===== config.mk =====
export PLATFORM = sky130hd
export DESIGN_NAME = clk_div_multi
export DESIGN_NICKNAME = d
export VERILOG_FILES = /design/src/rtl/clk_div_multi.sv
export SDC_FILE = /design/constraint.sdc
export NUM_CORES = 1
export LEC_CHECK = 0
export ABC_AREA = 0
export BUFFER_PORTS_ARGS = -buffer_cell sky130_fd_sc_hd__clkbuf_2
export CAP_MARGIN = 20
export CORE_UTILIZATION = 50
export DETAILED_ROUTE_END_ITERATION = 8
export PLACE_DENSITY = 0.81
export RECOVER_POWER = 25
export REMOVE_ABC_BUFFERS = 1
export SKIP_LAST_GASP = 1
export SLEW_MARGIN = 25
export SYNTH_ARGS = -nofsm -noshare
export SYNTH_HDL_FRONTEND = slang
export SYNTH_SLANG_ARGS = --single-unit

===== constraint.sdc =====
create_clock -name clk -period 2.84 [get_ports clk]
set_clock_uncertainty 0.05 [all_clocks]
set_input_delay 0.284 -clock clk [delete_from_list [all_inputs] [get_ports clk]]
set_output_delay 0.284 -clock clk [all_outputs]
set_load 0.005 [all_outputs]

===== src/rtl/clk_div_multi.sv =====
// Multi-channel terminal-count divider: each channel runs a counter against its own
// terminal value in periodic, toggle, retriggerable one-shot or off mode.
module clk_div_multi #(
    parameter int WIDTH    = 24,
    parameter int CHANNELS = 2
) (
    input  logic                      clk,
    input  logic                      rst,
    input  logic                      en,
    input  logic                      clr,
    input  logic [CHANNELS*WIDTH-1:0] max_count,
    input  logic [2*CHANNELS-1:0]     mode,
    input  logic [CHANNELS-1:0]       start,
    output logic [CHANNELS-1:0]       tc,
    output logic [CHANNELS-1:0]       sq,
    output logic [CHANNELS-1:0]       busy
);

    typedef enum logic [1:0] {
        MODE_PERIODIC = 2'b00,
        MODE_TOGGLE   = 2'b01,
        MODE_ONESHOT  = 2'b10,
        MODE_OFF      = 2'b11
    } mode_t;

    generate
        for (genvar gi = 0; gi < CHANNELS; gi++) begin : g_ch
            logic [WIDTH-1:0] count_reg, count_next;
            logic [WIDTH-1:0] max_val;
            mode_t            mode_reg, mode_next, mode_in;
            logic             tc_reg, tc_next;
            logic             sq_reg, sq_next;
            logic             busy_reg, busy_next;
            logic             wrap;

            assign max_val = max_count[gi*WIDTH +: WIDTH];
            assign mode_in = mode_t'(mode[2*gi +: 2]);
            // >= so a terminal value lowered below the count still wraps immediately
            assign wrap    = en && (count_reg >= max_val);

            always_comb begin
                count_next = count_reg;
                mode_next  = mode_reg;
                tc_next    = 1'b0;
                sq_next    = sq_reg;
                busy_next  = busy_reg;
                if (clr) begin
                    count_next = '0;
                    sq_next    = 1'b0;
                    busy_next  = 1'b0;
                end else if (mode_in != mode_reg) begin
                    count_next = '0;
                    sq_next    = 1'b0;
                    busy_next  = 1'b0;
                    mode_next  = mode_in;
                end else begin
                    case (mode_reg)
                        MODE_PERIODIC, MODE_TOGGLE: begin
                            if (wrap) begin
                                count_next = '0;
                                tc_next    = 1'b1;
                                if (mode_reg == MODE_TOGGLE) begin
                                    sq_next = ~sq_reg;
                                end
                            end else if (en) begin
                                count_next = count_reg + 1'b1;
                            end
                        end
                        MODE_ONESHOT: begin
                            // a start while running restarts the interval
                            if (start[gi]) begin
                                count_next = '0;
                                busy_next  = 1'b1;
                            end else if (busy_reg) begin
                                if (wrap) begin
                                    count_next = '0;
                                    tc_next    = 1'b1;
                                    busy_next  = 1'b0;
                                end else if (en) begin
                                    count_next = count_reg + 1'b1;
                                end
                            end
                        end
                        default: begin
                            count_next = '0;
                            sq_next    = 1'b0;
                            busy_next  = 1'b0;
                        end
                    endcase
                end
            end

            always_ff @(posedge clk or negedge rst) begin
                if (!rst) begin
                    count_reg <= '0;
                    mode_reg  <= MODE_PERIODIC;
                    tc_reg    <= 1'b0;
                    sq_reg    <= 1'b0;
                    busy_reg  <= 1'b0;
                end else begin
                    count_reg <= count_next;
                    mode_reg  <= mode_next;
                    tc_reg    <= tc_next;
                    sq_reg    <= sq_next;
                    busy_reg  <= busy_next;
                end
            end

            assign tc[gi]   = tc_reg;
            assign sq[gi]   = sq_reg;
            assign busy[gi] = busy_reg;
        end
    endgenerate

endmodule

### After elaboration in Yosys (flattened, before gate mapping)

Index checks and enable logic that the tools add are counted.

* add/sub/neg operators: 2
* $lt $le $gt $ge: 2
* equal/unequal tests: 16
* muxes and demuxes: 48
* bitwise gates (word level): 3
* reductions and logical operators: 10

Operator list (number)
* 2-to-1 mux 24 bit: 12
* one-hot mux 24 bit (2 select lines): 2
* adder 24 x 1 -> 24 bit (second input constant): 2
* >= comparator 24 bit: 2
* 2-to-1 mux 1 bit: 28
* inequality test 4 bit (second input constant): 4
* inequality test 3 bit (second input constant): 4
* one-hot mux 1 bit (2 select lines): 6
* inequality test 5 bit (second input constant): 2
* AND reduction 3 bit: 2
* == test 2 x 1 -> 1 bit (second input constant): 2
* == test 2 bit (second input constant): 2
* zero test 2 bit: 2
* inequality test 2 bit: 2
* AND reduction 2 bit: 2
* OR reduction 2 bit: 2
* inverter 1 bit: 3
* logical AND 1 bit: 2

* register bits: 58
* input port bits: 58
* output and inout bits: 6
* logic and storage cells: 91

### Logic depth before layout (Yosys ltp)

Gate-level depths: netlist (run 1).

* depth in word-level cells: 8
* depth in mapped cells: 9
* gate-level depth less buffers: 8

### Least setup slack after synthesis (run 1)

No wires, ideal clock.

* kind: register -> register
* start point: register g_ch[0].count_reg[0]
* end point: register g_ch[0].count_reg[16]
* arrival time: 2.152 ns
* data required time: 2.719 ns
* path slack: 0.566 ns
* cell stages (with the launch flop): 10
* buffers on the path: 1
* cell sequence: dfrtp_1 > inv_1 > ha_1 > nand2b_4 > a2111o_1 > a311o_1 > o21ai_4 > a31oi_2 > buf_6 > nor2_1

* word-level cells in the longest chain between the ends: 8

Ends and longest elaborated chain
* from (decl): line 28 `logic [WIDTH-1:0] count_reg, count_next;`
* from (signal assigned): line 101 `count_reg <= count_next;`
* adder 24 x 1 -> 24 bit / >= comparator 24 bit (equally long branches): line 66, 80, 39
* 2-to-1 mux 24 bit / logical AND 1 bit (equally long branches): line 65, 79, 39
* 2-to-1 mux 24 bit (*): line 75 `if (wrap) begin`
* 2-to-1 mux 24 bit: line 74 `end else if (busy_reg) begin`
* 2-to-1 mux 24 bit: line 71 `if (start[gi]) begin`
* one-hot mux 24 bit (2 select lines) (*): line 57 `case (mode_reg)`
* 2-to-1 mux 24 bit (*): line 51 `end else if (mode_in != mode_reg) begin`
* 2-to-1 mux 24 bit (*): line 47 `if (clr) begin`

Every way passes the cells marked *; elsewhere a longest branch is shown, timed or not. The select of a mux whose other input is x is not followed.
A chain may end at the register's enable or synchronous reset.

### Worst setup path in the final report (run 1)

* start point: register g_ch[0].count_reg[0]
* end point: register g_ch[0].count_reg[21]

The elaborated chain is that of the path after synthesis.

==> flow_results.xml, run 1 <==
<?xml version="1.0" encoding="UTF-8"?>
<metrics>
  <group name="timing">
    <metric name="tightest_slew" unit="ns">1.44</metric>
    <metric name="setup-tns-final" unit="ns">0</metric>
    <metric name="post-route-period-util" unit="%">91.0</metric>
    <metric name="final-setup-viol-count" unit="">0</metric>
    <metric name="max_clock_freq" unit="MHz">387</metric>
    <metric name="finalHoldViolCount" unit="">0</metric>
    <metric name="relSlewSlack" unit="%">4.10</metric>
    <metric name="rsz0062_at_grt" unit="">false</metric>
    <metric name="shortest_period_the_worst_path_allows" unit="ns">2.58</metric>
    <metric name="timing.final.max_slew_violations" unit="">0</metric>
  </group>
  <group name="logic_synthesis">
    <metric name="syn_area" unit="mm²">0.00429</metric>
    <metric name="post_synth_num_cell_types" unit="">60</metric>
    <metric name="syn-mean-instance-area" unit="µm²">8.63</metric>
    <metric name="synth.cells.most_frequent" unit="">58 x sky130_fd_sc_hd__dfrtp_1, 53 x sky130_fd_sc_hd__inv_1, 50 x sky130_fd_sc_hd__ha_1, 50 x sky130_fd_sc_hd__nand2_1, 38 x sky130_fd_sc_hd__nor2_1</metric>
    <metric name="synth-warning-count" unit="">0</metric>
    <metric name="synth_top_area_share" unit="%">33.8</metric>
    <metric name="synth_instances" unit="">497</metric>
    <metric name="post_synth_fa_ha_maj_area_fraction" unit="%">14.6</metric>
    <metric name="synth_xor_xnor_area_share" unit="%">8.78</metric>
    <metric name="synth-compound-area-share" unit="%">11.5</metric>
    <metric name="synthSimpleGateAreaFrac" unit="%">23.2</metric>
    <metric name="synth_seq_cells" unit="">58</metric>
    <metric name="ys.flop_type" unit="">sky130_fd_sc_hd__dfrtp_1</metric>
    <metric name="synth-seq-area-share" unit="%">33.8</metric>
    <metric name="synth_async_sr_flop_share" unit="%">100</metric>
    <metric name="combinational_family_with_the_most_area_after_synthesis" unit="">simple AND/OR/NAND/NOR gates</metric>
    <metric name="post_synth_mux_area_share" unit="%">1.05</metric>
    <metric name="yosys.area.top_type" unit="">sky130_fd_sc_hd__dfrtp_1</metric>
    <metric name="synth_enable_flop_cells" unit="">0</metric>
    <metric name="post_synth_main_area_contributors" unit="">sky130_fd_sc_hd__dfrtp_1 34%, sky130_fd_sc_hd__ha_1 15%, sky130_fd_sc_hd__xor2_1 6.5%</metric>
    <metric name="yosys.cell_count.top_type" unit="">sky130_fd_sc_hd__dfrtp_1</metric>
  </group>
  <group name="floorplanning">
    <metric name="fp.dieW" unit="µm">94.6</metric>
    <metric name="dieArea" unit="mm²">0.00895</metric>
    <metric name="floorplan.core_area" unit="mm²">0.00826</metric>
    <metric name="core.rowCount" unit="">33</metric>
    <metric name="initial_utilization" unit="%">52.0</metric>
    <metric name="top_level_ports" unit="">64</metric>
    <metric name="die_h" unit="µm">94.6</metric>
  </group>
  <group name="run">
    <metric name="max-cap-violations" unit="">0</metric>
  </group>
  <group name="critical_path">
    <metric name="timing.critical_path.slowest_cell_delay" unit="ns">0.42</metric>
    <metric name="critPathMaxFanout" unit="">8</metric>
    <metric name="crit_path_end_kind" unit="">flop</metric>
    <metric name="critPathArrivalTime" unit="ns">2.80</metric>
    <metric name="startpoint_type" unit="">flop</metric>
    <metric name="cp_slowest_cell" unit="">sky130_fd_sc_hd__dfrtp_1</metric>
    <metric name="worstSetupPathType" unit="">reg2reg</metric>
    <metric name="crit_path_cell_trace" unit="">inv_1 -&gt; ha_1 -&gt; nand2b_4 -&gt; a2111o_1 -&gt; a311o_1 -&gt; o21ai_4 -&gt; a31oi_2 -&gt; buf_4 -&gt; nor2_1</metric>
    <metric name="setup.reg_to_reg.worst_slack" unit="ns">0.26</metric>
    <metric name="crit_required" unit="ns">3.06</metric>
  </group>
  <group name="routing">
    <metric name="detail_route.wirelength" unit="µm">9360</metric>
    <metric name="first_iter_violations" unit="">149</metric>
    <metric name="wl_per_cell" unit="µm">13.8</metric>
    <metric name="vias_per_cell" unit="">5.49</metric>
    <metric name="ant_nets" unit="">0</metric>
    <metric name="drtPass1Iterations" unit="">5</metric>
    <metric name="vias" unit="">3711</metric>
    <metric name="remaining_drc_errors" unit="">0</metric>
  </group>
  <group name="power_and_ir_drop">
    <metric name="power-per-cell-area" unit="mW/mm²">365</metric>
    <metric name="power.leakage" unit="nW">2.41</metric>
    <metric name="vdd_drop_max" unit="µV">317</metric>
  </group>
  <group name="cts">
    <metric name="numClockSinks" unit="">58</metric>
    <metric name="post_cts_gate_resize_count" unit="">0</metric>
    <metric name="cts_htree_levels" unit="">3</metric>
    <metric name="tritoncts" unit="">built</metric>
    <metric name="numCtsBuffers" unit="">9</metric>
    <metric name="cts_setup_buffers" unit="">0</metric>
    <metric name="clock_path_buffers" unit="">2</metric>
    <metric name="clkSlewWorstSetupHoldPaths" unit="ns">0.06</metric>
    <metric name="clkLatencyLatePin" unit="ns">0.33</metric>
    <metric name="post_cts_hold_buffer_count" unit="">0</metric>
    <metric name="cts.root.buffer_cell" unit="">sky130_fd_sc_hd__clkbuf_8</metric>
  </group>
  <group name="global_routing">
    <metric name="total_grt_overflow" unit="">0</metric>
    <metric name="grt_max_degree" unit="">59</metric>
    <metric name="first_global_vias" unit="">3624</metric>
    <metric name="grt_first_pass_wirelength" unit="µm">15600</metric>
    <metric name="grt_antenna_before_repair" unit="">0</metric>
    <metric name="gr-usage-all-layers" unit="%">22.3</metric>
  </group>
  <group name="placement">
    <metric name="port_buffers" unit="">63</metric>
    <metric name="dp.final_hpwl" unit="µm">7360</metric>
    <metric name="dp.cells" unit="">660</metric>
    <metric name="gp_congestion" unit="">0.890</metric>
  </group>
  <group name="layout">
    <metric name="finish.net_count" unit="">674</metric>
    <metric name="largest_register_ff_count" unit="">48</metric>
    <metric name="n_antenna_cell" unit="">0</metric>
    <metric name="final_cells" unit="">676</metric>
    <metric name="ratio_of_cells_with_drive_above_1_in_the_final_layout" unit="%">18.9</metric>
    <metric name="areaGrowthSynthToFinish" unit="%">14.3</metric>
  </group>
  <group name="status">
    <metric name="run_status" unit="">complete, no violations</metric>
  </group>
  <group name="worst_hold_path">
    <metric name="worst_hold_path_type" unit="">in2reg</metric>
  </group>
</metrics>
[cell usage in the layout (no fill, tap or decap), types with 2 or more instances in the layout]
cell type | synthesis | layout
sky130_fd_sc_hd__o21ai_0 | 17 | 17
sky130_fd_sc_hd__and3_1 | 10 | 10
sky130_fd_sc_hd__o21a_1 | 3 | 3
sky130_fd_sc_hd__nor2b_1 | 2 | 2
sky130_fd_sc_hd__clkbuf_1 | 6 | 3
sky130_fd_sc_hd__o211ai_1 | 2 | 2
sky130_fd_sc_hd__nor4_1 | 2 | 2
sky130_fd_sc_hd__o31ai_1 | 2 | 2
sky130_fd_sc_hd__a22oi_1 | 2 | 2
sky130_fd_sc_hd__dfrtp_1 | 58 | 58
sky130_fd_sc_hd__a21oi_1 | 26 | 26
sky130_fd_sc_hd__nor3_1 | 33 | 33
sky130_fd_sc_hd__and2_2 | 2 | 2
sky130_fd_sc_hd__nor2_2 | 8 | 8
sky130_fd_sc_hd__xor2_1 | 32 | 32
sky130_fd_sc_hd__inv_1 | 53 | 53
sky130_fd_sc_hd__nand4_1 | 20 | 20
sky130_fd_sc_hd__xnor2_1 | 11 | 11
sky130_fd_sc_hd__nand3_1 | 18 | 18
sky130_fd_sc_hd__nand2_1 | 50 | 50
sky130_fd_sc_hd__a32o_1 | 2 | 2
sky130_fd_sc_hd__buf_4 | 6 | 9
sky130_fd_sc_hd__o41ai_1 | 2 | 2
sky130_fd_sc_hd__mux2_2 | 4 | 4
sky130_fd_sc_hd__or2_2 | 2 | 2
sky130_fd_sc_hd__and2_1 | 3 | 3
sky130_fd_sc_hd__clkbuf_2 | 0 | 64
sky130_fd_sc_hd__clkbuf_8 | 1 | 11
sky130_fd_sc_hd__ha_1 | 50 | 50
sky130_fd_sc_hd__nor2_1 | 38 | 38
[path summary, 6_finish.rpt]
kind                                             startpoint                           endpoint  depth (start not counted)
max reg2reg                g_ch[0].count_reg[0]$_DFFE_PN0P_  g_ch[0].count_reg[21]$_DFFE_PN0P_                          9
min reg2reg                 g_ch[0].mode_reg[1]$_DFFE_PN0P_    g_ch[0].mode_reg[1]$_DFFE_PN0P_                          1
max                        g_ch[0].count_reg[0]$_DFFE_PN0P_  g_ch[0].count_reg[21]$_DFFE_PN0P_                          9
min                                                 mode[1]    g_ch[0].mode_reg[1]$_DFFE_PN0P_                          2
max in group asynchronous                               rst    g_ch[1].mode_reg[0]$_DFFE_PN0P_                          2
min in group asynchronous                               rst  g_ch[0].count_reg[10]$_DFFE_PN0P_                          2
[through the flow]
| stage | cell area [µm²] | setup WS, ns | hold WS, ns | util [%] | total power [mW] |
|---|---|---|---|---|---|
| 6_report | 4900 | 0.256 | 0.163 | 59.4 | 1.79 |
| 5_1_grt | 4900 | 0.0939 | 0.164 | 59.4 | 1.88 |
| 4_1_cts | 4910 | 0.257 | 0.0749 | 59.4 | 1.81 |
| 3_5_place_dp | 4710 | 0.277 | 0.434 | 57.0 | 1.04 |
| 3_3_place_gp | 4710 | 0.351 | 0.423 | 57.0 | 1.03 |
| 2_1_floorplan | 4190 | 0.424 | -0.0616 | - | 0.948 |
[power by group]
part | total [mW] | internal [mW] | switching [mW] | leakage [nW]
registers | 0.841 | 0.834 | 0.00743 | 0.801
clock network | 0.763 | 0.453 | 0.310 | 0.101
logic | 0.185 | 0.0789 | 0.106 | 1.51
total | 1.79 | 1.37 | 0.424 | 2.41
[metal layers]
metal / track usage, % / up-vias / wire length (µm)
met5: 0 / - / 0
met4: 6.82 / 0 / 110
met3: 5.23 / 12 / 453
met2: 40.3 / 114 / 4770
met1: 26.0 / 1713 / 4020
li1: - / 1872 / -
[cell type report]
class	count	area, µm²
clock buffer	14	163
timing repair buffer	73	388
clock inverter	2	35.0
inverter	53	199
sequential	58	1450
multi-input combinational	371	2540
fill	709	3350
tap	105	131
[critical path, delay by kind of cell (launching register included)]
family / cells / cell delay (ns)
compound gates: 4 / 1.24
fa+ha+maj: 1 / 0.27
buf+inv: 2 / 0.30
flops: 1 / 0.42
simple gates: 2 / 0.25
[logic make-up (layout without fill, tap and decap cells)]
logic type | Yosys count | after routing
AO/OA/AOI/OAI | 75 | 75
XOR/XNOR | 43 | 43
buffers and inverters | 68 | 142
adder cells (fa/ha/maj) | 50 | 50
multiplexers | 4 | 4
flip-flops | 58 | 58
AND/OR/NAND/NOR | 199 | 199
(Power assumes the default switching activity.)
==> run 2: changes to the inputs <==
--- a/config.mk
+++ b/config.mk
@@ -8,9 +8,9 @@
 export ABC_AREA = 0
 export BUFFER_PORTS_ARGS = -buffer_cell sky130_fd_sc_hd__clkbuf_2
 export CAP_MARGIN = 20
-export CORE_UTILIZATION = 50
+export CORE_UTILIZATION = 30
 export DETAILED_ROUTE_END_ITERATION = 8
-export PLACE_DENSITY = 0.81
+export PLACE_DENSITY = 0.57
 export RECOVER_POWER = 25
 export REMOVE_ABC_BUFFERS = 1
 export SKIP_LAST_GASP = 1
==> run 2 against run 1 <==
Against the previous run: register-to-register slack better by 0.14 ns; non-clock buffer count is 3 lower; first-iteration DRC count is 35% higher; count of clock-buffer cells in the layout is 2 lower; final area is 3.0% higher; core utilization is 23 points lower; sequential cell count stayed put; final cell count is 11% higher; critical path depth stayed put; critical endpoint is now g_ch[0].count_reg[19]$_DFFE_PN0P_; largest power group is now clock.
==> flow_results.xml, run 2 (synthesis results as in run 1) <==
<?xml version="1.0" encoding="UTF-8"?>
<metrics>
  <group name="status">
    <metric name="run_status" unit="">complete, no violations</metric>
  </group>
  <group name="worst_hold_path">
    <metric name="worst_hold_path_type" unit="">in2reg</metric>
  </group>
  <group name="critical_path">
    <metric name="worstSetupPathType" unit="">reg2reg</metric>
    <metric name="startpoint_type" unit="">flop</metric>
    <metric name="crit_path_end_kind" unit="">flop</metric>
    <metric name="crit_required" unit="ns">3.05</metric>
    <metric name="critPathMaxFanout" unit="">20</metric>
    <metric name="critPathArrivalTime" unit="ns">2.65</metric>
  </group>
  <group name="cts">
    <metric name="cts_htree_levels" unit="">3</metric>
    <metric name="cts_setup_buffers" unit="">0</metric>
    <metric name="cts.root.buffer_cell" unit="">sky130_fd_sc_hd__clkbuf_16</metric>
    <metric name="post_cts_hold_buffer_count" unit="">0</metric>
    <metric name="clock_path_buffers" unit="">2</metric>
    <metric name="numClockSinks" unit="">58</metric>
    <metric name="post_cts_gate_resize_count" unit="">0</metric>
    <metric name="clkLatencyLatePin" unit="ns">0.33</metric>
    <metric name="numCtsBuffers" unit="">9</metric>
    <metric name="clkSlewWorstSetupHoldPaths" unit="ns">0.05</metric>
    <metric name="tritoncts" unit="">built</metric>
  </group>
  <group name="floorplanning">
    <metric name="core.rowCount" unit="">43</metric>
    <metric name="fp.dieW" unit="µm">122</metric>
    <metric name="dieArea" unit="mm²">0.0148</metric>
    <metric name="floorplan.core_area" unit="mm²">0.0139</metric>
    <metric name="die_h" unit="µm">122</metric>
    <metric name="initial_utilization" unit="%">30.8</metric>
    <metric name="top_level_ports" unit="">64</metric>
  </group>
  <group name="global_routing">
    <metric name="grt_most_used_layer" unit="">met2</metric>
    <metric name="total_grt_overflow" unit="">0</metric>
    <metric name="first_global_vias" unit="">3594</metric>
    <metric name="grt_first_pass_wirelength" unit="µm">16700</metric>
    <metric name="grt_antenna_before_repair" unit="">0</metric>
    <metric name="met3_usage" unit="%">3.56</metric>
    <metric name="grt_max_degree" unit="">59</metric>
    <metric name="gr-usage-all-layers" unit="%">14.5</metric>
    <metric name="use_met2" unit="%">24.6</metric>
    <metric name="grt.met1_usage" unit="%">18.2</metric>
  </group>
  <group name="timing">
    <metric name="max_clock_freq" unit="MHz">409</metric>
    <metric name="tightest_slew" unit="ns">1.47</metric>
    <metric name="shortest_period_the_worst_path_allows" unit="ns">2.44</metric>
    <metric name="rsz0062_at_grt" unit="">false</metric>
    <metric name="finalHoldWorstSlack" unit="ns">0.172</metric>
    <metric name="relSlewSlack" unit="%">1.77</metric>
    <metric name="final-setup-viol-count" unit="">0</metric>
    <metric name="finalHoldViolCount" unit="">0</metric>
    <metric name="timing.final.max_slew_violations" unit="">0</metric>
    <metric name="post-route-worst-setup-slack" unit="ns">0.395</metric>
    <metric name="setup-tns-final" unit="ns">0</metric>
    <metric name="post-route-period-util" unit="%">86.1</metric>
  </group>
  <group name="layout">
    <metric name="mostFrequentLayoutCells" unit="">64 x sky130_fd_sc_hd__clkbuf_2, 58 x sky130_fd_sc_hd__dfrtp_1, 53 x sky130_fd_sc_hd__inv_1</metric>
    <metric name="summed_area_of_non_filler_cells_in_the_final_layout" unit="mm²">0.00505</metric>
    <metric name="post-route-util" unit="%">36.2</metric>
    <metric name="finish.net_count" unit="">671</metric>
    <metric name="multi_input_comb_area" unit="mm²">0.00254</metric>
    <metric name="areaGrowthSynthToFinish" unit="%">17.7</metric>
    <metric name="final-seq-area" unit="mm²">0.00145</metric>
    <metric name="n_antenna_cell" unit="">0</metric>
    <metric name="largest_register_ff_count" unit="">48</metric>
    <metric name="ratio_of_cells_with_drive_above_1_in_the_final_layout" unit="%">18.7</metric>
    <metric name="fill_cells" unit="">1424</metric>
    <metric name="layout.cells.most_common" unit="">sky130_fd_sc_hd__clkbuf_2</metric>
  </group>
  <group name="run">
    <metric name="max-cap-violations" unit="">0</metric>
  </group>
  <group name="placement">
    <metric name="placed_area" unit="mm²">0.00478</metric>
    <metric name="dp.final_hpwl" unit="µm">7780</metric>
    <metric name="detailedPlace.worstSlack" unit="ns">0.393</metric>
    <metric name="gp_congestion" unit="">0.809</metric>
    <metric name="port_buffers" unit="">63</metric>
  </group>
  <group name="power_and_ir_drop">
    <metric name="combinational_cell_fraction_of_total_power" unit="%">9.1</metric>
    <metric name="seq_power_share" unit="%">41.6</metric>
    <metric name="power.leakage" unit="nW">2.43</metric>
    <metric name="power.share.switching" unit="%">24.1</metric>
    <metric name="p_clk_share" unit="%">49.3</metric>
    <metric name="power.internal" unit="mW">1.54</metric>
    <metric name="p_sw" unit="mW">0.488</metric>
    <metric name="vdd_drop_max" unit="µV">187</metric>
    <metric name="power-per-cell-area" unit="mW/mm²">401</metric>
  </group>
  <group name="routing">
    <metric name="wl_per_cell" unit="µm">13.4</metric>
    <metric name="drtPass1Iterations" unit="">4</metric>
    <metric name="detail_route.wirelength" unit="µm">9990</metric>
    <metric name="ant_nets" unit="">0</metric>
    <metric name="vias" unit="">3645</metric>
    <metric name="vias_per_cell" unit="">4.88</metric>
    <metric name="first_iter_violations" unit="">201</metric>
    <metric name="remaining_drc_errors" unit="">0</metric>
  </group>
</metrics>
==> run 2: cell count changes in the layout (fill, tap and decap cells not counted) <==
cell / delta
sky130_fd_sc_hd__clkbuf_16: +9
sky130_fd_sc_hd__clkbuf_8: -9
sky130_fd_sc_hd__buf_4: -3
sky130_fd_sc_hd__clkbuf_1: -2
sky130_fd_sc_hd__clkinv_2: +2
sky130_fd_sc_hd__bufinv_16: -1
==> run 2: metrics by stage <==
stage,total power [mW],cells
5_1_grt,2.11,747
3_5_place_dp,1.04,732
3_3_place_gp,1.04,732
2_1_floorplan,0.948,482
6_report,2.03,747
4_1_cts,2.06,747
==> run 2: routing by layer <==
metal,wire length (µm),share of wire [%]
met1,4500,45
met2,4900,49
met3,500,5.0
met4,91,0.91
met5,0,0
==> run 2: layout make-up <==
| class | instances | area share, % |
|---|---|---|
| repair buffers | 70 | 7.24 |
| well taps | 180 | 4.46 |
| multi-input cells | 371 | 50.2 |
| clock buffers | 12 | 5.08 |
| clock inverters | 3 | 0.297 |
| flip-flops and latches | 58 | 28.7 |
| inverters | 53 | 3.94 |
==> run 2: final timing paths <==
kind / from / to / slack (ns) / cells past startpoint
min in group asynchronous: rst / g_ch[0].count_reg[7]$_DFFE_PN0P_ / 0.34 / 2
max in group asynchronous: rst / g_ch[1].count_reg[6]$_DFFE_PN0P_ / 1.50 / 2
max: g_ch[0].count_reg[0]$_DFFE_PN0P_ / g_ch[0].count_reg[19]$_DFFE_PN0P_ / 0.40 / 9
max reg2reg: g_ch[0].count_reg[0]$_DFFE_PN0P_ / g_ch[0].count_reg[19]$_DFFE_PN0P_ / 0.40 / 9
min reg2reg: g_ch[0].mode_reg[1]$_DFFE_PN0P_ / g_ch[0].mode_reg[1]$_DFFE_PN0P_ / 0.48 / 1
min: mode[1] / g_ch[0].mode_reg[1]$_DFFE_PN0P_ / 0.17 / 2
==> run 2: worst max-delay path: stages (launching register included) <==
cell and delay (ns):
sky130_fd_sc_hd__dfrtp_1 0.40, sky130_fd_sc_hd__inv_1 0.06, sky130_fd_sc_hd__ha_1 0.26, sky130_fd_sc_hd__nand2b_4 0.13, sky130_fd_sc_hd__a2111o_1 0.39, sky130_fd_sc_hd__a311o_1 0.36
sky130_fd_sc_hd__o21ai_4 0.24, sky130_fd_sc_hd__a31oi_2 0.11, sky130_fd_sc_hd__buf_4 0.23, sky130_fd_sc_hd__nor2_1 0.13
==> run 2: power groups by stage <==
| stage | registers (mW) | clock network [mW] | logic [mW] |
|---|---|---|---|
| floorplan | 0.855 | 0 | 0.0935 |
| global placement | 0.855 | 0 | 0.181 |
| detailed placement | 0.856 | 0 | 0.188 |
| CTS | 0.842 | 1.02 | 0.189 |
| global route | 0.843 | 1.06 | 0.212 |
| finish | 0.842 | 0.999 | 0.185 |
